===== config.mk =====
export PLATFORM = sky130hd
export DESIGN_NAME = gpio_trace_fifo
export DESIGN_NICKNAME = d
export VERILOG_FILES = /design/src/rtl/gpio_trace_fifo.sv
export SDC_FILE = /design/constraint.sdc
export NUM_CORES = 1
export LEC_CHECK = 0
export CAP_MARGIN = 40
export CORE_UTILIZATION = 45
export CTS_BUF_LIST = sky130_fd_sc_hd__clkbuf_8
export DETAILED_ROUTE_END_ITERATION = 16
export PLACE_DENSITY = 0.73
export SLEW_MARGIN = 10
export SYNTH_ARGS = -nofsm -noshare
export SYNTH_HDL_FRONTEND = slang
export SYNTH_SLANG_ARGS = --single-unit

===== constraint.sdc =====
create_clock -name clk -period 7.5 [get_ports clk]
set_input_delay 1.5 -clock clk [delete_from_list [all_inputs] [get_ports clk]]
set_output_delay 1.5 -clock clk [all_outputs]
set_load 0.01 [all_outputs]

===== src/rtl/gpio_trace_fifo.sv =====
// Records every change of the three GPIO ports, or a trap rising edge, as a timestamped entry in a first-word-fall-through FIFO.
// Define GPIO_TRACE_TS_EN to build the timestamp counter; without it the ts field of each entry is 0.
module gpio_trace_fifo #(
  parameter int DEPTH    = 16,
  parameter int ADDR_W   = 4,
  parameter int TS_WIDTH = 16
) (
  input  logic                    clk,
  input  logic                    power_on_reset,
  input  logic [7:0]              gpio0pins,
  input  logic [7:0]              gpio1pins,
  input  logic [7:0]              gpio2pins,
  input  logic                    trap,
  input  logic                    rd_en,
  output logic                    rd_valid,
  output logic [24+TS_WIDTH:0]    rd_data,
  output logic [ADDR_W:0]         count,
  output logic                    overflow,
  output logic [7:0]              drop_count
);

  localparam int              EW       = 25 + TS_WIDTH;
  localparam logic [ADDR_W:0] FULL_CNT = (ADDR_W+1)'(DEPTH);

  logic [23:0]         pins_now;
  logic [TS_WIDTH-1:0] ts_now;
  logic [EW-1:0]       entry;
  logic [EW-1:0]       mem_q [DEPTH];

  logic                armed_q, armed_d;
  logic [23:0]         prev_q, prev_d;
  logic                trap_q, trap_d;
  logic [ADDR_W-1:0]   wr_ptr_q, wr_ptr_d;
  logic [ADDR_W-1:0]   rd_ptr_q, rd_ptr_d;
  logic [ADDR_W:0]     count_q, count_d;
  logic                overflow_q, overflow_d;
  logic [7:0]          drop_q, drop_d;

  logic trap_rise, evt, full, pop, push, drop;

  assign pins_now = {gpio2pins, gpio1pins, gpio0pins};

`ifdef GPIO_TRACE_TS_EN
  logic [TS_WIDTH-1:0] ts_q, ts_d;

  // Runs only once armed, so the first armed edge stamps 0.
  always_comb ts_d = armed_q ? ts_q + 1'b1 : ts_q;

  always_ff @(posedge clk or posedge power_on_reset) begin
    if (power_on_reset) ts_q <= '0;
    else                ts_q <= ts_d;
  end

  assign ts_now = ts_q;
`else
  assign ts_now = '0;
`endif

  assign trap_rise = trap & ~trap_q;
  assign evt       = armed_q & ((pins_now != prev_q) | trap_rise);
  assign full      = (count_q == FULL_CNT);
  assign pop       = rd_en & (count_q != '0);
  // A full FIFO still accepts an event when the head leaves on the same edge.
  assign push      = evt & (~full | pop);
  assign drop      = evt & full & ~pop;
  assign entry     = {trap_rise, ts_now, pins_now};

  always_comb begin
    armed_d    = 1'b1;
    prev_d     = pins_now;
    trap_d     = trap;
    wr_ptr_d   = wr_ptr_q;
    rd_ptr_d   = rd_ptr_q;
    count_d    = count_q;
    overflow_d = overflow_q;
    drop_d     = drop_q;
    if (push) wr_ptr_d = wr_ptr_q + 1'b1;
    if (pop)  rd_ptr_d = rd_ptr_q + 1'b1;
    if (push && !pop)      count_d = count_q + 1'b1;
    else if (pop && !push) count_d = count_q - 1'b1;
    if (drop) begin
      overflow_d = 1'b1;
      if (drop_q != 8'hFF) drop_d = drop_q + 1'b1;
    end
  end

  always_ff @(posedge clk or posedge power_on_reset) begin
    if (power_on_reset) begin
      armed_q    <= 1'b0;
      prev_q     <= '0;
      trap_q     <= 1'b0;
      wr_ptr_q   <= '0;
      rd_ptr_q   <= '0;
      count_q    <= '0;
      overflow_q <= 1'b0;
      drop_q     <= '0;
    end else begin
      armed_q    <= armed_d;
      prev_q     <= prev_d;
      trap_q     <= trap_d;
      wr_ptr_q   <= wr_ptr_d;
      rd_ptr_q   <= rd_ptr_d;
      count_q    <= count_d;
      overflow_q <= overflow_d;
      drop_q     <= drop_d;
    end
  end

  always_ff @(posedge clk) begin
    if (push) mem_q[wr_ptr_q] <= entry;
  end

  // Storage is not reset, so an empty FIFO presents zero instead of stale data.
  assign rd_valid   = (count_q != '0);
  assign rd_data    = rd_valid ? mem_q[rd_ptr_q] : '0;
  assign count      = count_q;
  assign overflow   = overflow_q;
  assign drop_count = drop_q;

endmodule


==> key figures <==
Final layout
  – Antenna cells: 0
  – Nets@finish: 956
  – Post-route cell area: 0.02016 sq mm
  – Share of cells above drive strength 1: 26.33%
  – Area growth from synthesis to layout: 15.44%
  – Post-layout util: 53.15%

Detailed routing
  – DR WL/cell: 23.98 microns
  – First drt pass iteration count: 5
  – Via/cell ratio: 5.500
  – Antenna viol nets, final: 0
  – Vias: 8178
  – Final Routed Wirelength: 35670 microns
  – Residual DRC: 0
  – Drt first-iter violations: 698

Placed design
  – Gp weighted congestion: 0.7818
  – PortBufs: 67
  – Placement Cell Area: 0.01878 sq mm
  – Dpl hpwl: 17930 microns

Hold path
  – Hold wc startpoint: overflow$_DFFE_PP0P_
  – Hold WC Path Type: reg -> reg

Power
  – Combinational share of power: 30.0%
  – Sequential power share: 43.1%
  – Power per cell area: 366.9 mW/mm^2
  – Clock Power Share: 26.9%
  – Internal power: 5281 uW
  – Net Sw Power: 2116 uW
  – LEAKAGE: 0.006726 uW
  – Net Sw Frac: 28.61%
  – Peak supply drop: 0.3403 mV

Clock network
  – Num CTS Buffers: 71
  – Clk buf depth: 3
  – # H-tree levels: 3
  – TritonCTS clock tree: done
  – Reg clk slew, reported paths: 0.06 ns
  – Clock Sink Count: 448
  – Clk Latency, worst-skew pair: 0.60 ns
  – CTS Hold Buffers Added: 0
  – Post_cts resized: 0
  – Setup repair bufs after CTS: 0
  – Root Driver: clkbuf_8

Global routing
  – First-pass GRT wire length: 52800 microns
  – Vias in the first global route: 8372
  – GRT overflow: 0
  – Largest net degree at the start of global routing: 79
  – GRT Total Usage: 18.79%
  – Antenna violations before repair: 1

Logic synthesis
  – FFs w/ async S/R, synth: 10.71%
  – Commonest cells in the netlist: 400 x edfxtp_1, 125 x mux4_2, 48 x dfrtp_1, 27 x and2_1, 27 x xnor2_1
  – Post-synthesis register bit count: 448
  – Cells after Synth: 786
  – Synth Warn #: 0
  – Synth Cell Area: 0.01747 sq mm
  – Main synth FF type: edfxtp_1
  – Post-synthesis cell type count: 31
  – Cell taking the most area after synthesis: edfxtp_1
  – Syn_area_per_cell: 22.22 sq um
  – Largest cells by area after synthesis: edfxtp_1 69%, mux4_2 16%, dfrtp_1 6.9%
  – Yosys top cell area share: 68.77%
  – Top-count cell post-synth: edfxtp_1
  – Sequential share of the synthesized area: 75.65%
  – Number of synthesized flops with an enable pin: 400

Worst setup path
  – R2R Path Start: prev_q[18]$_DFF_PP0_
  – Kind of critical path: reg -> out
  – Critical-path maximum fanout: 78
  – Critical Path Sink Type: primary output
  – CP Launch Type: flip-flop
  – Worst setup startpoint: rd_ptr_q[0]$_DFFE_PP0N_
  – Crit path required time: 6.00 ns
  – Worst Path Arrival: 3.83 ns

STA
  – Slew margin rel.: 50.45%
  – Final Cycle Share: 71.08%
  – Fin. Hold Viols: 0
  – Post-Route Setup TNS: 0 ns
  – Min Tclk post-route: 5.331 ns
  – Slew Viols, Final: 0
  – Final setup violation count: 0
  – Fmax: 0.1876 GHz
  – RSZ-0062 raised after global routing: false
  – Worst-Margin Slew: 0.7432 ns
  – Post-Route Skew: 0.03105 ns
  – Worst Hold Margin: 0.5140 ns

Floorplan
  – Row cnt: 71
  – Die W: 199.0 microns
  – Number of top-level pins: 84
  – Die Area: 0.03961 sq mm
  – Die Span Y: 199.0 microns
  – Placeable Area: 0.03793 sq mm
  – Starting Density: 46.04%

Outcome
  – Status: complete, no violations

Run
  – Max_cap viols: 0
## path summary, 6_finish.rpt
| check | to | slack [ns] | depth (start not counted) |
|---|---|---|---|
| min reg2reg | overflow$_DFFE_PP0P_ | 0.51 | 1 |
| max reg2reg | count[4]$_DFFE_PP0P_ | 4.09 | 13 |
| max | rd_data[40] | 2.17 | 5 |
| min in group asynchronous | drop_count[4]$_DFFE_PP0P_ | 1.43 | 3 |
| max in group asynchronous | rd_ptr_q[1]$_DFFE_PP0N_ | 5.50 | 3 |
| min | overflow$_DFFE_PP0P_ | 0.51 | 1 |
## final cells by class
type	instances	area (sq um)
fill	2914	17770
sequential	448	13220
multi-input combinational	298	4006
clock buffer	79	1087
timing repair buffer	94	898.4
tap	511	639.4
clock inverter	53	294.0
inverter	4	15.01
## cells by family (layout without fill, tap and decap cells)
| logic type | count (synthesis) | count (layout) | share of synthesized area [%] |
|---|---|---|---|
| xor+xnor | 40 | 40 | 2.006 |
| fa+ha+maj | 11 | 11 | 0.8310 |
| mux | 129 | 129 | 16.38 |
| flops | 448 | 448 | 75.65 |
| other cells | 2 | 17 | 0.04300 |
| compound gates | 10 | 10 | 0.3582 |
| simple gates | 91 | 91 | 3.002 |
| buf+inv | 55 | 230 | 1.734 |
## layer usage
layer  vias up  global-route usage [%]  share of wire (%)
met4         0                   6.695                2.2
li1       3480                       -                  -
met5         -                       0                  0
met1      4340                   27.00                 43
met3        59                   3.510                6.5
met2       299                   28.90                 48
## power by group through the flow
stage          Combinational [uW]  Clock [uW]  Sequential (uW)
2_1_floorplan                1540           0             3120
3_3_place_gp                 2190           0             3270
3_5_place_dp                 2260           0             3240
4_1_cts                      2270        2040             3200
5_1_grt                      2380        2140             3220
6_report                     2220        1990             3190
## worst max-delay path, cell delays in order, from the launching register on
cell,delay (ns)
dfrtp_4,0.78
buf_12,0.54
mux4_2,0.59
mux4_2,0.53
and2_1,0.19
clkdlybuf4s50_1,0.50
## sequential cells by signal, indices dropped and copies added (netlist names)
signal / count
wr_ptr_q: 4
mem_q: 400
count: 5
trap_q: 1
rd_ptr_q: 4
prev_q: 24
armed_q: 1
overflow: 1
drop_count: 8
## through the flow
stage	power (uW)	std cells	worst slack (ns)
after floorplan	4654	801	3.297
after global placement	5457	1354	2.257
after detailed placement	5502	1355	2.105
after CTS	7502	1487	2.088
after global routing	7747	1487	1.948
final	7397	1487	2.169
## placed cells by master, fill, tap and decap left out, types with 7 or more instances in the layout
| cell type | netlist | final |
|---|---|---|
| ha_1 | 10 | 10 |
| clkbuf_8 | 0 | 79 |
| inv_1 | 4 | 21 |
| dfrtp_1 | 48 | 45 |
| clkinv_1 | 0 | 17 |
| xor2_1 | 13 | 13 |
| mux4_2 | 125 | 125 |
| nand3_1 | 9 | 9 |
| nand2_1 | 7 | 7 |
| edfxtp_1 | 400 | 400 |
| buf_4 | 24 | 25 |
| and3_1 | 21 | 21 |
| nand4_1 | 8 | 8 |
| and2_1 | 27 | 27 |
| conb_1 | 2 | 17 |
| clkinv_2 | 0 | 11 |
| clkdlybuf4s50_1 | 0 | 67 |
| xnor2_1 | 27 | 27 |
Power figures use the tool's default switching activity.
